$ cat config.mk
export PLATFORM = sky130hd
export DESIGN_NAME = i2c_scl_timing_gen
export DESIGN_NICKNAME = d
export VERILOG_FILES = /design/src/rtl/i2c_scl_timing_gen.sv
export SDC_FILE = /design/constraint.sdc
export NUM_CORES = 1
export LEC_CHECK = 0
export BUFFER_PORTS_ARGS = -buffer_cell sky130_fd_sc_hd__buf_2
export CAP_MARGIN = 5
export CELL_PAD_IN_SITES_DETAIL_PLACEMENT = 0
export CELL_PAD_IN_SITES_GLOBAL_PLACEMENT = 1
export CORE_MARGIN = 1.5
export CORE_UTILIZATION = 35
export DETAILED_ROUTE_END_ITERATION = 8
export GPL_ROUTABILITY_DRIVEN = 0
export PLACE_DENSITY_LB_ADDON = 0.1
export SLEW_MARGIN = 15
export SYNTH_ARGS = -nofsm -noshare
export SYNTH_HDL_FRONTEND = slang
export SYNTH_SLANG_ARGS = --single-unit
$ cat constraint.sdc
create_clock -name ref_clk -period 2.77 [get_ports ref_clk]
set_input_delay 0.554 -clock ref_clk [delete_from_list [all_inputs] [get_ports ref_clk]]
set_output_delay 0.554 -clock ref_clk [all_outputs]
set_load 0.01 [all_outputs]
$ cat src/rtl/i2c_scl_timing_gen.sv
// i2c_scl_timing_gen: quarter-phase SCL generator with clock stretching, stretch timeout and phase strobes
//   ref_clk/reset_n : clock, async active-low reset
//   run, div_q      : period request level, quarter length (clamped to MIN_Q, latched at period start)
//   scl_in          : raw SCL pad, synchronised internally
//   scl_oe, busy    : open-drain low drive, period in progress
//   tick_*          : one-cycle phase strobes; period_done at each period end
//   stretching      : counter held by slave; timeout_err sticky until next start
module i2c_scl_timing_gen #(
  parameter int CW = 12,
  parameter int TO_W = 16,
  parameter int STRETCH_TIMEOUT = 25000,
  parameter int MIN_Q = 4
) (
  input  logic          ref_clk,
  input  logic          reset_n,
  input  logic          run,
  input  logic [CW-1:0] div_q,
  input  logic          scl_in,
  output logic          scl_oe,
  output logic          busy,
  output logic          tick_change,
  output logic          tick_rise,
  output logic          tick_sample,
  output logic          tick_fall,
  output logic          period_done,
  output logic          stretching,
  output logic          timeout_err
);
  localparam logic [0:0] IDLE = 1'b0;
  localparam logic [0:0] RUN  = 1'b1;
  logic [0:0] st;
  logic [1:0] ph;
  logic [CW-1:0] cnt, q, q_nxt;
  logic [TO_W-1:0] to_cnt;
  logic s1, s2, hold, tmo;
  assign q_nxt = div_q < CW'(MIN_Q) ? CW'(MIN_Q) : div_q;
  // cnt==3 in ph2 leaves time for our own release to pass the synchroniser
  assign hold = st == RUN && ph == 2'd2 && cnt == CW'(3) && !s2;
  assign tmo = hold && to_cnt == TO_W'(STRETCH_TIMEOUT - 1);
  always_ff @(posedge ref_clk or negedge reset_n)
    if (!reset_n) begin
      st <= IDLE;
      ph <= '0;
      cnt <= '0;
      q <= CW'(MIN_Q);
      to_cnt <= '0;
      s1 <= 1'b1;
      s2 <= 1'b1;
      scl_oe <= 1'b0;
      busy <= 1'b0;
      tick_change <= 1'b0;
      tick_rise <= 1'b0;
      tick_sample <= 1'b0;
      tick_fall <= 1'b0;
      period_done <= 1'b0;
      stretching <= 1'b0;
      timeout_err <= 1'b0;
    end else begin
      s1 <= scl_in;
      s2 <= s1;
      tick_change <= 1'b0;
      tick_rise <= 1'b0;
      tick_sample <= 1'b0;
      tick_fall <= 1'b0;
      period_done <= 1'b0;
      stretching <= hold && !tmo;
      to_cnt <= (hold && !tmo) ? to_cnt + TO_W'(1) : '0;
      if (st == IDLE) begin
        if (run) begin
          st <= RUN;
          ph <= '0;
          cnt <= '0;
          busy <= 1'b1;
          scl_oe <= 1'b1;
          q <= q_nxt;
          timeout_err <= 1'b0;
        end
      end else if (tmo) begin
        st <= IDLE;
        ph <= '0;
        cnt <= '0;
        busy <= 1'b0;
        scl_oe <= 1'b0;
        timeout_err <= 1'b1;
      end else if (!hold) begin
        if (cnt != q - CW'(1)) cnt <= cnt + CW'(1);
        else begin
          cnt <= '0;
          ph <= ph + 2'd1;
          tick_change <= ph == 2'd0;
          tick_rise <= ph == 2'd1;
          tick_sample <= ph == 2'd2;
          scl_oe <= ph == 2'd0 || (ph == 2'd3 && run);
          if (ph == 2'd3) begin
            period_done <= 1'b1;
            tick_fall <= run;
            q <= q_nxt;
            busy <= run;
            st <= run ? RUN : IDLE;
          end
        end
      end
    end
endmodule

==> results_dict.tcl <==
set metrics [dict create \
    design_area_um2 3840 \
    p_leak_nw 1.64 \
    fin_crit_sh_pct 102 \
    clock_sinks 54 \
    synth_top_area_share_pct 40.0 \
    synth_cell_types 54 \
    cp.arrival_ps 2980 \
    worstSkewPairLatency_ps 310 \
    ir_drop_mv 0.242 \
    post-route-min-period_ps 2820 \
    syn_area_um2 3190 \
    yosysMostFrequentCell "dfrtp_1" \
    htreeDepth 2 \
    ys.flop_type "dfrtp_1" \
    ios 25 \
    tightest_slew_ps 561 \
    cap_violations 0 \
    synth_seq_area_share_pct 42.4 \
    grt_pass1_vias 2783 \
    cp_max_fo 7 \
    diodes 0 \
    worst_setup_path_start_kind "register" \
    drtIter0Drc 122 \
    holdWs_ps 223 \
    r2r_start "q[0]$_DFFE_PN0P_" \
    postRouteAntennaNets 0 \
    grt_setup_unrepaired "yes" \
    area_growth_syn_to_layout_pct 20.3 \
    grt_max_degree 24 \
    status "finished, violations left" \
    nNetsFinal 416 \
    cts_tree "yes" \
    r2r_setup_slack_ps -50 \
    ys_warn_count 0 \
    synth_top_cell_by_area "dfrtp_1" \
    antenna_found_initial 0 \
    cp-end-kind "register" \
    dp_hpwl_um 6180 \
    seq_area_um2 1360 \
    vias 2732 \
    avgSynthCellArea_um2 9.34 \
    worstSetupEndpoint "cnt[6]$_DFFE_PN0P_" \
    grt_use_total_pct 17.7 \
    clk_pin_slew_ps 100 \
    portBuffers 24 \
    coreArea_um2 8760 \
    die_w_um 98.5 \
    post-place-ws_ps -31.4 \
    slew_violations 0 \
    layout.cells.non_filler 502 \
    clock.fmax_mhz 355 \
    slew-limit-headroom_pct 62.6 \
    wire_per_inst_um 16.4 \
    cts_made_buffers 5 \
    cts_buffer_depth 2 \
    synth_commonest_cells "51 x dfrtp_1, 36 x nor2_1, 29 x nand2_1" \
    path_class "reg -> reg" \
    syn-num-nets 365 \
    firstDrtPassIters 4 \
    cts_hold_buf 0 \
    initial_utilization_pct 36.4 \
    hold_viol_final 0 \
    drc_errors 0 \
    placedCellCount 493 \
    root_buffer "clkbuf_8" \
    powerDensity_nw_per_um2 630 \
    synthArstFlopShare_pct 100 \
    r2r_cells 10 \
    vias_per_cell 5.44 \
    synth_area_leaders "dfrtp_1 40%, nor2_1 4.2%, xor2_1 3.6%" \
    synth-edff-count 0 \
    startpoint "q[0]$_DFFE_PN0P_" \
    syn_inst 342 \
    post-route-util_pct 43.8 \
    finalSetupViolCount 7 \
    grt.overflow.total 0 \
    holdCritPathClass "in -> async" \
    ys_ff_latch 54 \
    fp.dieArea_um2 9710 \
    die_y_um 98.5 \
    r2r_end "cnt[6]$_DFFE_PN0P_" \
    layout-drive-gt1-share_pct 26.9 \
    failed_checks "setup timing" \
    num_rows 34 \
    multiInputGateArea_um2 1780 \
    skew_ps 9.67 \
    wl_um 8250 \
    placed_area_um2 3700 \
    worstPathRequired_ps 2940 \
    nFillCells 887 \
    grt_pass1_wl_um 13900 \
    finalWorstSetupSlack_ps -45.1 \
]
## worst max-delay path: stages, from the launching register on
cell and delay, ps:
dfrtp_1 430, inv_2 90, ha_4 130, or4b_4 460, or4_4 420, nand3_2 100
nor2_2 50, or4b_4 560, buf_4 190, nand4_1 100, o311ai_0 130
## sequential cells by signal, summed over array words and instances (netlist names), 2 cells and up
name / cells
to_cnt: 16
q: 12
ph: 2
cnt: 12
## timing repair
item | 4_1_cts | 5_1_grt
pin swaps | 0 | 1
hold endpoints to repair | 0 | 0
buffers inserted | 1 | 0
setup endpoints to repair | 21 | 28
resized for setup | 5 | 9
## how the worst min path moves through the flow
stage | endpoint | slack, ps | from | cells after the start
finish | q[4]$_DFFE_PN0P_ | 220 | reset_n | 1
global placement | s2$_DFF_PN1_ | 350 | s1$_DFF_PN1_ | 0
detailed placement | s2$_DFF_PN1_ | 350 | s1$_DFF_PN1_ | 0
floorplan | busy$_DFFE_PN0P_ | 260 | reset_n | 0
CTS | tick_rise$_DFF_PN0_ | 240 | reset_n | 1
global route | q[3]$_DFFE_PN0P_ | 240 | reset_n | 1
## stage by stage
stage          power [mW]  setup TNS, ps
2_1_floorplan        1.61          -22.2
3_3_place_gp         1.93          -5.60
3_5_place_dp         1.93          -96.9
4_1_cts              2.43          -99.5
5_1_grt              2.60          -2210
6_report             2.42           -207
## cell type report
type | count | share of cell area, %
Tap cell | 108 | 3.52
Clock inverter | 1 | 0.228
Clock buffer | 7 | 2.25
Sequential cell | 54 | 35.3
Multi-Input combinational cell | 258 | 46.3
Inverter | 9 | 0.879
Timing Repair Buffer | 65 | 11.6
## per-layer routing
layer | up-vias | GRT usage [%] | part of all wire (%)
met1 | 1341 | 23.0 | 45
met2 | 37 | 31.3 | 52
met4 | 0 | 4.12 | 0.69
met5 | - | 0 | 0
met3 | 4 | 2.41 | 2.6
li1 | 1350 | - | -
## power by group
group	internal, mW	switching (mW)	total, mW
Clock	0.208	0.268	0.475
Sequential	0.906	0.159	1.07
Combinational	0.424	0.456	0.880
## cell usage in the layout, fill, tap and decap left out, types with 4 or more instances in the layout
master,n
and3_1,9
xnor2_1,9
buf_4,39
mux2i_1,5
ha_1,6
o21ai_0,6
inv_1,7
nor2_1,35
a21oi_1,6
nor4_1,6
nand2_1,29
nand4_1,16
nand2b_1,8
nor4b_1,5
dfrtp_1,51
or4_1,4
xor2_1,13
buf_2,24
mux2_2,10
clkbuf_8,6
nand3_1,21
o311ai_0,7
nor2b_1,6
## kinds of logic (layout without fill, tap and decap cells)
kind of cell	count (synthesis)	after routing	share of synthesized area [%]
mux	15	15	5.09
fa+ha+maj	7	7	2.74
xor+xnor	22	22	6.03
flops	54	54	42.4
buf+inv	30	82	4.39
compound gates	43	43	9.56
simple gates	171	171	29.7
(Power assumes the default switching activity.)
